--- src/rtl/booth_radix4_seq_multiplier_if.sv ---
// Start/ready/valid bundle between the ALU MUL path and the
// radix-4 Booth sequential multiplier.
interface booth_radix4_seq_multiplier_if #(
  parameter int N = 32
);
  localparam int D = N / 2;

  logic         iStart;
  logic [N-1:0] iMultiplicand;
  logic [D-1:0] iSign;
  logic [D-1:0] iMagHi;
  logic [D-1:0] iMagLo;
  logic         oReady;
  logic         oBusy;
  logic         oValid;
  logic [N-1:0] oHI;
  logic [N-1:0] oLO;

  modport master (
    output iStart,
    output iMultiplicand,
    output iSign,
    output iMagHi,
    output iMagLo,
    input  oReady,
    input  oBusy,
    input  oValid,
    input  oHI,
    input  oLO
  );

  modport slave (
    input  iStart,
    input  iMultiplicand,
    input  iSign,
    input  iMagHi,
    input  iMagLo,
    output oReady,
    output oBusy,
    output oValid,
    output oHI,
    output oLO
  );
endinterface

--- src/rtl/booth_radix4_seq_multiplier.sv ---
// Signed N x N sequential multiplier: one pre-encoded radix-4
// Booth digit accumulated per clock, product returned as HI/LO.
module booth_radix4_seq_multiplier #(
  parameter int N = 32
) (
  input logic                          iClk,
  input logic                          nRst,
  booth_radix4_seq_multiplier_if.slave bus
);
  localparam int D  = N / 2;
  localparam int W  = 2 * N;
  localparam int CW = (D > 1) ? $clog2(D) : 1;

  typedef enum logic [1:0] {
    S_IDLE,
    S_BUSY,
    S_DONE
  } state_e;

  state_e          state_q, state_d;
  logic [W-1:0]    acc_q, acc_d;
  logic [W-1:0]    mshift_q, mshift_d;
  logic [D-1:0]    sign_q, sign_d;
  logic [D-1:0]    maghi_q, maghi_d;
  logic [D-1:0]    maglo_q, maglo_d;
  logic [CW-1:0]   cnt_q, cnt_d;
  logic [N-1:0]    hi_q, hi_d;
  logic [N-1:0]    lo_q, lo_d;

  logic [W-1:0]    mag;
  logic [W-1:0]    term;
  logic [W-1:0]    sum;

  // Digit 0 always sits in bit 0; mshift_q already carries the 4^j weight.
  always_comb begin
    mag = '0;
    priority case (1'b1)
      maghi_q[0]: mag = mshift_q << 1;
      maglo_q[0]: mag = mshift_q;
      default:    mag = '0;
    endcase
    term = sign_q[0] ? (~mag + W'(1)) : mag;
    sum  = acc_q + term;
  end

  always_comb begin
    state_d  = state_q;
    acc_d    = acc_q;
    mshift_d = mshift_q;
    sign_d   = sign_q;
    maghi_d  = maghi_q;
    maglo_d  = maglo_q;
    cnt_d    = cnt_q;
    hi_d     = hi_q;
    lo_d     = lo_q;
    unique case (state_q)
      S_IDLE, S_DONE: begin
        if (bus.iStart) begin
          state_d  = S_BUSY;
          acc_d    = '0;
          cnt_d    = '0;
          mshift_d = {{N{bus.iMultiplicand[N-1]}},
                      bus.iMultiplicand};
          sign_d   = bus.iSign;
          maghi_d  = bus.iMagHi;
          maglo_d  = bus.iMagLo;
        end
      end
      S_BUSY: begin
        acc_d    = sum;
        mshift_d = mshift_q << 2;
        sign_d   = {1'b0, sign_q[D-1:1]};
        maghi_d  = {1'b0, maghi_q[D-1:1]};
        maglo_d  = {1'b0, maglo_q[D-1:1]};
        cnt_d    = cnt_q + CW'(1);
        if (cnt_q == CW'(D - 1)) begin
          state_d = S_DONE;
          hi_d    = sum[W-1:N];
          lo_d    = sum[N-1:0];
        end
      end
      default: state_d = S_IDLE;
    endcase
  end

  always_ff @(posedge iClk or negedge nRst) begin
    if (!nRst) begin
      state_q  <= S_IDLE;
      acc_q    <= '0;
      mshift_q <= '0;
      sign_q   <= '0;
      maghi_q  <= '0;
      maglo_q  <= '0;
      cnt_q    <= '0;
      hi_q     <= '0;
      lo_q     <= '0;
    end else begin
      state_q  <= state_d;
      acc_q    <= acc_d;
      mshift_q <= mshift_d;
      sign_q   <= sign_d;
      maghi_q  <= maghi_d;
      maglo_q  <= maglo_d;
      cnt_q    <= cnt_d;
      hi_q     <= hi_d;
      lo_q     <= lo_d;
    end
  end

  assign bus.oReady = (state_q != S_BUSY);
  assign bus.oBusy  = (state_q == S_BUSY);
  assign bus.oValid = (state_q == S_DONE);
  assign bus.oHI    = hi_q;
  assign bus.oLO    = lo_q;
endmodule

--- src/flat_wrapper.sv ---
// flat-port wrapper written by rule: the top's interface ports become plain ports
module booth_radix4_seq_multiplier_flat 
#(
  parameter int N = 32
)
  (iClk, nRst, bus_iStart, bus_iMultiplicand, bus_iSign, bus_iMagHi, bus_iMagLo, bus_oReady, bus_oBusy, bus_oValid, bus_oHI, bus_oLO);
  booth_radix4_seq_multiplier_if #(.N(N)) bus_i ();
  input logic iClk;
  input logic nRst;
  input wire logic [$bits(bus_i.iStart)-1:0] bus_iStart;
  input wire logic [$bits(bus_i.iMultiplicand)-1:0] bus_iMultiplicand;
  input wire logic [$bits(bus_i.iSign)-1:0] bus_iSign;
  input wire logic [$bits(bus_i.iMagHi)-1:0] bus_iMagHi;
  input wire logic [$bits(bus_i.iMagLo)-1:0] bus_iMagLo;
  output wire logic [$bits(bus_i.oReady)-1:0] bus_oReady;
  output wire logic [$bits(bus_i.oBusy)-1:0] bus_oBusy;
  output wire logic [$bits(bus_i.oValid)-1:0] bus_oValid;
  output wire logic [$bits(bus_i.oHI)-1:0] bus_oHI;
  output wire logic [$bits(bus_i.oLO)-1:0] bus_oLO;
  assign bus_i.iStart = bus_iStart;
  assign bus_i.iMultiplicand = bus_iMultiplicand;
  assign bus_i.iSign = bus_iSign;
  assign bus_i.iMagHi = bus_iMagHi;
  assign bus_i.iMagLo = bus_iMagLo;
  assign bus_oReady = bus_i.oReady;
  assign bus_oBusy = bus_i.oBusy;
  assign bus_oValid = bus_i.oValid;
  assign bus_oHI = bus_i.oHI;
  assign bus_oLO = bus_i.oLO;
  booth_radix4_seq_multiplier #(.N(N)) u_core (.iClk(iClk), .nRst(nRst), .bus(bus_i));
endmodule
--- config.mk ---
export PLATFORM = sky130hd
export DESIGN_NAME = booth_radix4_seq_multiplier_flat
export DESIGN_NICKNAME = d
export VERILOG_FILES = /design/src/rtl/booth_radix4_seq_multiplier_if.sv /design/src/rtl/booth_radix4_seq_multiplier.sv /design/src/flat_wrapper.sv
export SDC_FILE = /design/constraint.sdc
export NUM_CORES = 1
export LEC_CHECK = 0
export CORE_ASPECT_RATIO = 1.75
export CORE_UTILIZATION = 45
export CTS_CLUSTER_SIZE = 30
export DETAILED_ROUTE_END_ITERATION = 7
export HOLD_SLACK_MARGIN = 0.08
export PLACE_DENSITY_LB_ADDON = 0.05
export SLEW_MARGIN = 25
export SYNTH_ARGS = -nofsm -noshare
export SYNTH_HDL_FRONTEND = slang
export SYNTH_SLANG_ARGS = --single-unit
--- constraint.sdc ---
create_clock -name iClk -period 9.6 [get_ports iClk]
set_input_delay 1.44 -clock iClk [delete_from_list [all_inputs] [get_ports iClk]]
set_output_delay 1.44 -clock iClk [all_outputs]
set_load 0.005 [all_outputs]
==> out/qor.yml <==
run_status:
  status: "completed"
clock_network:
  htreeDepth: 1
  cts_tree: "done"
  cts.repair.resized: 0
  post_cts_buffers: 0
  root_buffer: "clkbuf_16"
  clk_pin_slew_ns: 0.06
  cts_buffer_depth: 3
  cts_inserted_buffers: 25
  cts_sinks: 246
  insertion_delay_ns: 0.55
  cts_hold_buffers: 0
grt:
  grt_use_total_pct: 28.0
  antenna_found_initial: 0
  grt_pass1_wl_um: 77500
  gr-total-overflow: 0
  grt_max_degree: 130
  grt_pass1_vias: 14100
timing:
  rsz0062_at_grt: "no"
  min_period_ns: 6.68
  timing.fmax_mhz: 150
  finalMaxSlewViolations: 0
  clock_skew_ns: 0.0109
  fin_setup_tns_ns: 0
  hold_viol: 0
  tightest_slew_ns: 1.02
  setup_ws_ns: 2.92
  slew_headroom_pct: 32.1
  setup_viol: 0
  fin_crit_sh_pct: 69.5
detailed_routing:
  drtAntennaViolNets: 0
  vias: 14000
  wl_per_cell_um: 20.9
  drcViolationCount: 0
  wl_um: 49100
  via_per_inst: 5.96
  drt_pass1_iterations: 6
  first_iter_violations: 858
setup_path:
  reg2regPathDepth: 23
  critPathCaptureType: "flip-flop"
  required_ns: 10.03
  r2r_slack_ns: 2.92
  cp.arrival_ns: 7.11
  start_kind: "flip-flop"
  r2r_end: "u_core.bus.oHI[28]$_DFFE_PN0P_"
  worst-setup-path-type: "flip-flop to flip-flop"
  timing.critical_path.fanout_max: 108
  r2r_start: "u_core.maghi_q[0]$_DFFE_PN0P_"
floorplan:
  io_pins: 150
  fp.dieArea_um2: 35900
  initial_utilization_pct: 45.8
  rows: 90
  die_y_um: 250
  die_x_um: 144
  core_um2: 34500
final_layout:
  drive_gt1_share_pct: 4.97
  num_antenna_cells: 0
  fillers: 3307
  area_growth_pct: 15.6
  multi_input_area_um2: 8980
  seq_area_um2: 6160
  fin_nets: 2036
place:
  dp_slack_ns: 3.02
  port_buffers: 149
  gp_congestion: 0.948
  hpwl_um: 35900
yosys:
  avgSynthCellArea_um2: 8.63
  syn_area_um2: 15800
  yosysSeqAreaShare_pct: 39.0
  async_reset_ff_share_pct: 100
  synthDistinctLibCells: 80
  synth_enable_flop_cells: 0
  synth_cells: 1830
  synth_warnings: 0
  synthesis.nets: 1987
  synth_seq_cells: 246
  synthFlopType: "dfrtp_1"
worst_hold_path:
  worst_hold_path.endpoint: "u_core.bus.oLO[17]$_DFFE_PN0P_"
  min_from: "u_core.bus.oLO[17]$_DFFE_PN0P_"
  hold_depth: 2
  min_path_type: "flip-flop to flip-flop"
run:
  maxCapViolations: 0
-- cell usage after synthesis, types with 15 or more instances --
cell      number  area share (%)
o21ai_0      136             4.3
a21o_1        37             1.8
nor2_1        58             1.4
nand4_1       28             1.1
a221o_1       37             2.3
nand2_1      391             9.3
clkbuf_1     112             2.7
nor3_1        16            0.51
a21oi_1      102             3.2
nand3_1       17            0.54
xor2_1        60             3.3
a22o_1        64             3.6
inv_1         33            0.78
ha_1          73             5.8
a22oi_1      130             6.2
o31ai_1       15            0.71
dfrtp_1      246              39
xnor2_1       61             3.4
-- placed cells by master (no fill, tap or decap), drive strengths merged, types with 16 or more instances in the layout --
cell	count
ha	73
nand3	19
nor3	16
inv	37
nand4	28
a22oi	130
nor2	60
o21ai	150
xor2	60
o31ai	16
nand2	393
clkdlybuf4s50	148
a22o	64
dfrtp	246
a21o	37
a21oi	102
xnor2	61
a221o	37
clkbuf	31
-- worst max path at each step --
stage	from	to	slack, ns	cells past startpoint
2_1_floorplan	u_core.maglo_q[0]$_DFFE_PN0P_	u_core.bus.oHI[28]$_DFFE_PN0P_	3.38	33
3_3_place_gp	u_core.maghi_q[0]$_DFFE_PN0P_	u_core.bus.oHI[28]$_DFFE_PN0P_	3.23	23
3_5_place_dp	u_core.maghi_q[0]$_DFFE_PN0P_	u_core.bus.oHI[28]$_DFFE_PN0P_	3.02	23
4_1_cts	u_core.maghi_q[0]$_DFFE_PN0P_	u_core.bus.oHI[28]$_DFFE_PN0P_	3.00	23
5_1_grt	u_core.maghi_q[0]$_DFFE_PN0P_	u_core.bus.oHI[28]$_DFFE_PN0P_	2.25	23
6_report	u_core.maghi_q[0]$_DFFE_PN0P_	u_core.bus.oHI[28]$_DFFE_PN0P_	2.92	23
-- kinds of logic (layout without fill, tap and decap cells) --
family | Yosys count | after routing | share of synthesized area, %
flip-flops | 246 | 246 | 39.0
AO/OA/AOI/OAI | 618 | 618 | 26.8
adder cells (fa/ha/maj) | 74 | 74 | 5.91
XOR/XNOR | 121 | 121 | 6.71
AND/OR/NAND/NOR | 589 | 589 | 16.7
multiplexers | 9 | 9 | 0.634
buffers and inverters | 173 | 236 | 4.33
-- critical path, cell delays in order, from the launching register on --
cell and delay, ns:
dfrtp_2 0.50, buf_4 0.75, nand2b_1 0.42, o22ai_1 0.20, a2111oi_1 0.46, nand4_1 0.29, nor4_4 0.27, nand3_2 0.12
or3_4 0.45, nor2_4 0.17, nand2_2 0.09, o21ai_1 0.19, xor2_1 0.23, ha_1 0.36, inv_1 0.09, o21bai_1 0.08
a21oi_1 0.26, o21ai_0 0.15, a2111oi_0 0.61, nor3_1 0.12, a31oi_1 0.19, o31a_1 0.17, xnor2_1 0.08, mux2_2 0.27
-- final cells by class --
cell class / instances / share of cell area (%)
inverters: 34 / 0.713
clock buffers: 31 / 3.77
repair buffers: 161 / 8.76
flip-flops and latches: 246 / 33.7
multi-input cells: 1411 / 49.2
clock inverters: 10 / 0.645
well taps: 460 / 3.15
-- stage by stage --
| stage | cells | area (µm²) | hold slack, ns | util [%] |
|---|---|---|---|---|
| after global placement | 2312 | 17400 | 0.457 | 50.6 |
| final | 2353 | 18200 | 0.474 | 53.0 |
| after floorplan | 1830 | 15800 | 0.446 | - |
| after global routing | 2353 | 18200 | 0.499 | 53.0 |
| after detailed placement | 2312 | 17400 | 0.463 | 50.6 |
| after CTS | 2353 | 18200 | 0.479 | 53.0 |
-- state kept, by name (all words and copies together), names as in the netlist --
register	count
u_core.bus.oLO	32
u_core.bus.oHI	32
u_core.cnt_q	4
u_core.mshift_q	64
u_core.maglo_q	16
u_core.acc_q	64
u_core.maghi_q	16
u_core.state_q	2
u_core.sign_q	16
-- layer usage --
metal	routed length, µm	track usage [%]
met1	17200	28.7
met2	27000	52.8
met3	1410	2.67
met4	3450	18.0
met5	0	0
Power is left out: the tool's default activity adds up to more than one toggle a clock period on the data nets, which glitch-free logic cannot reach.
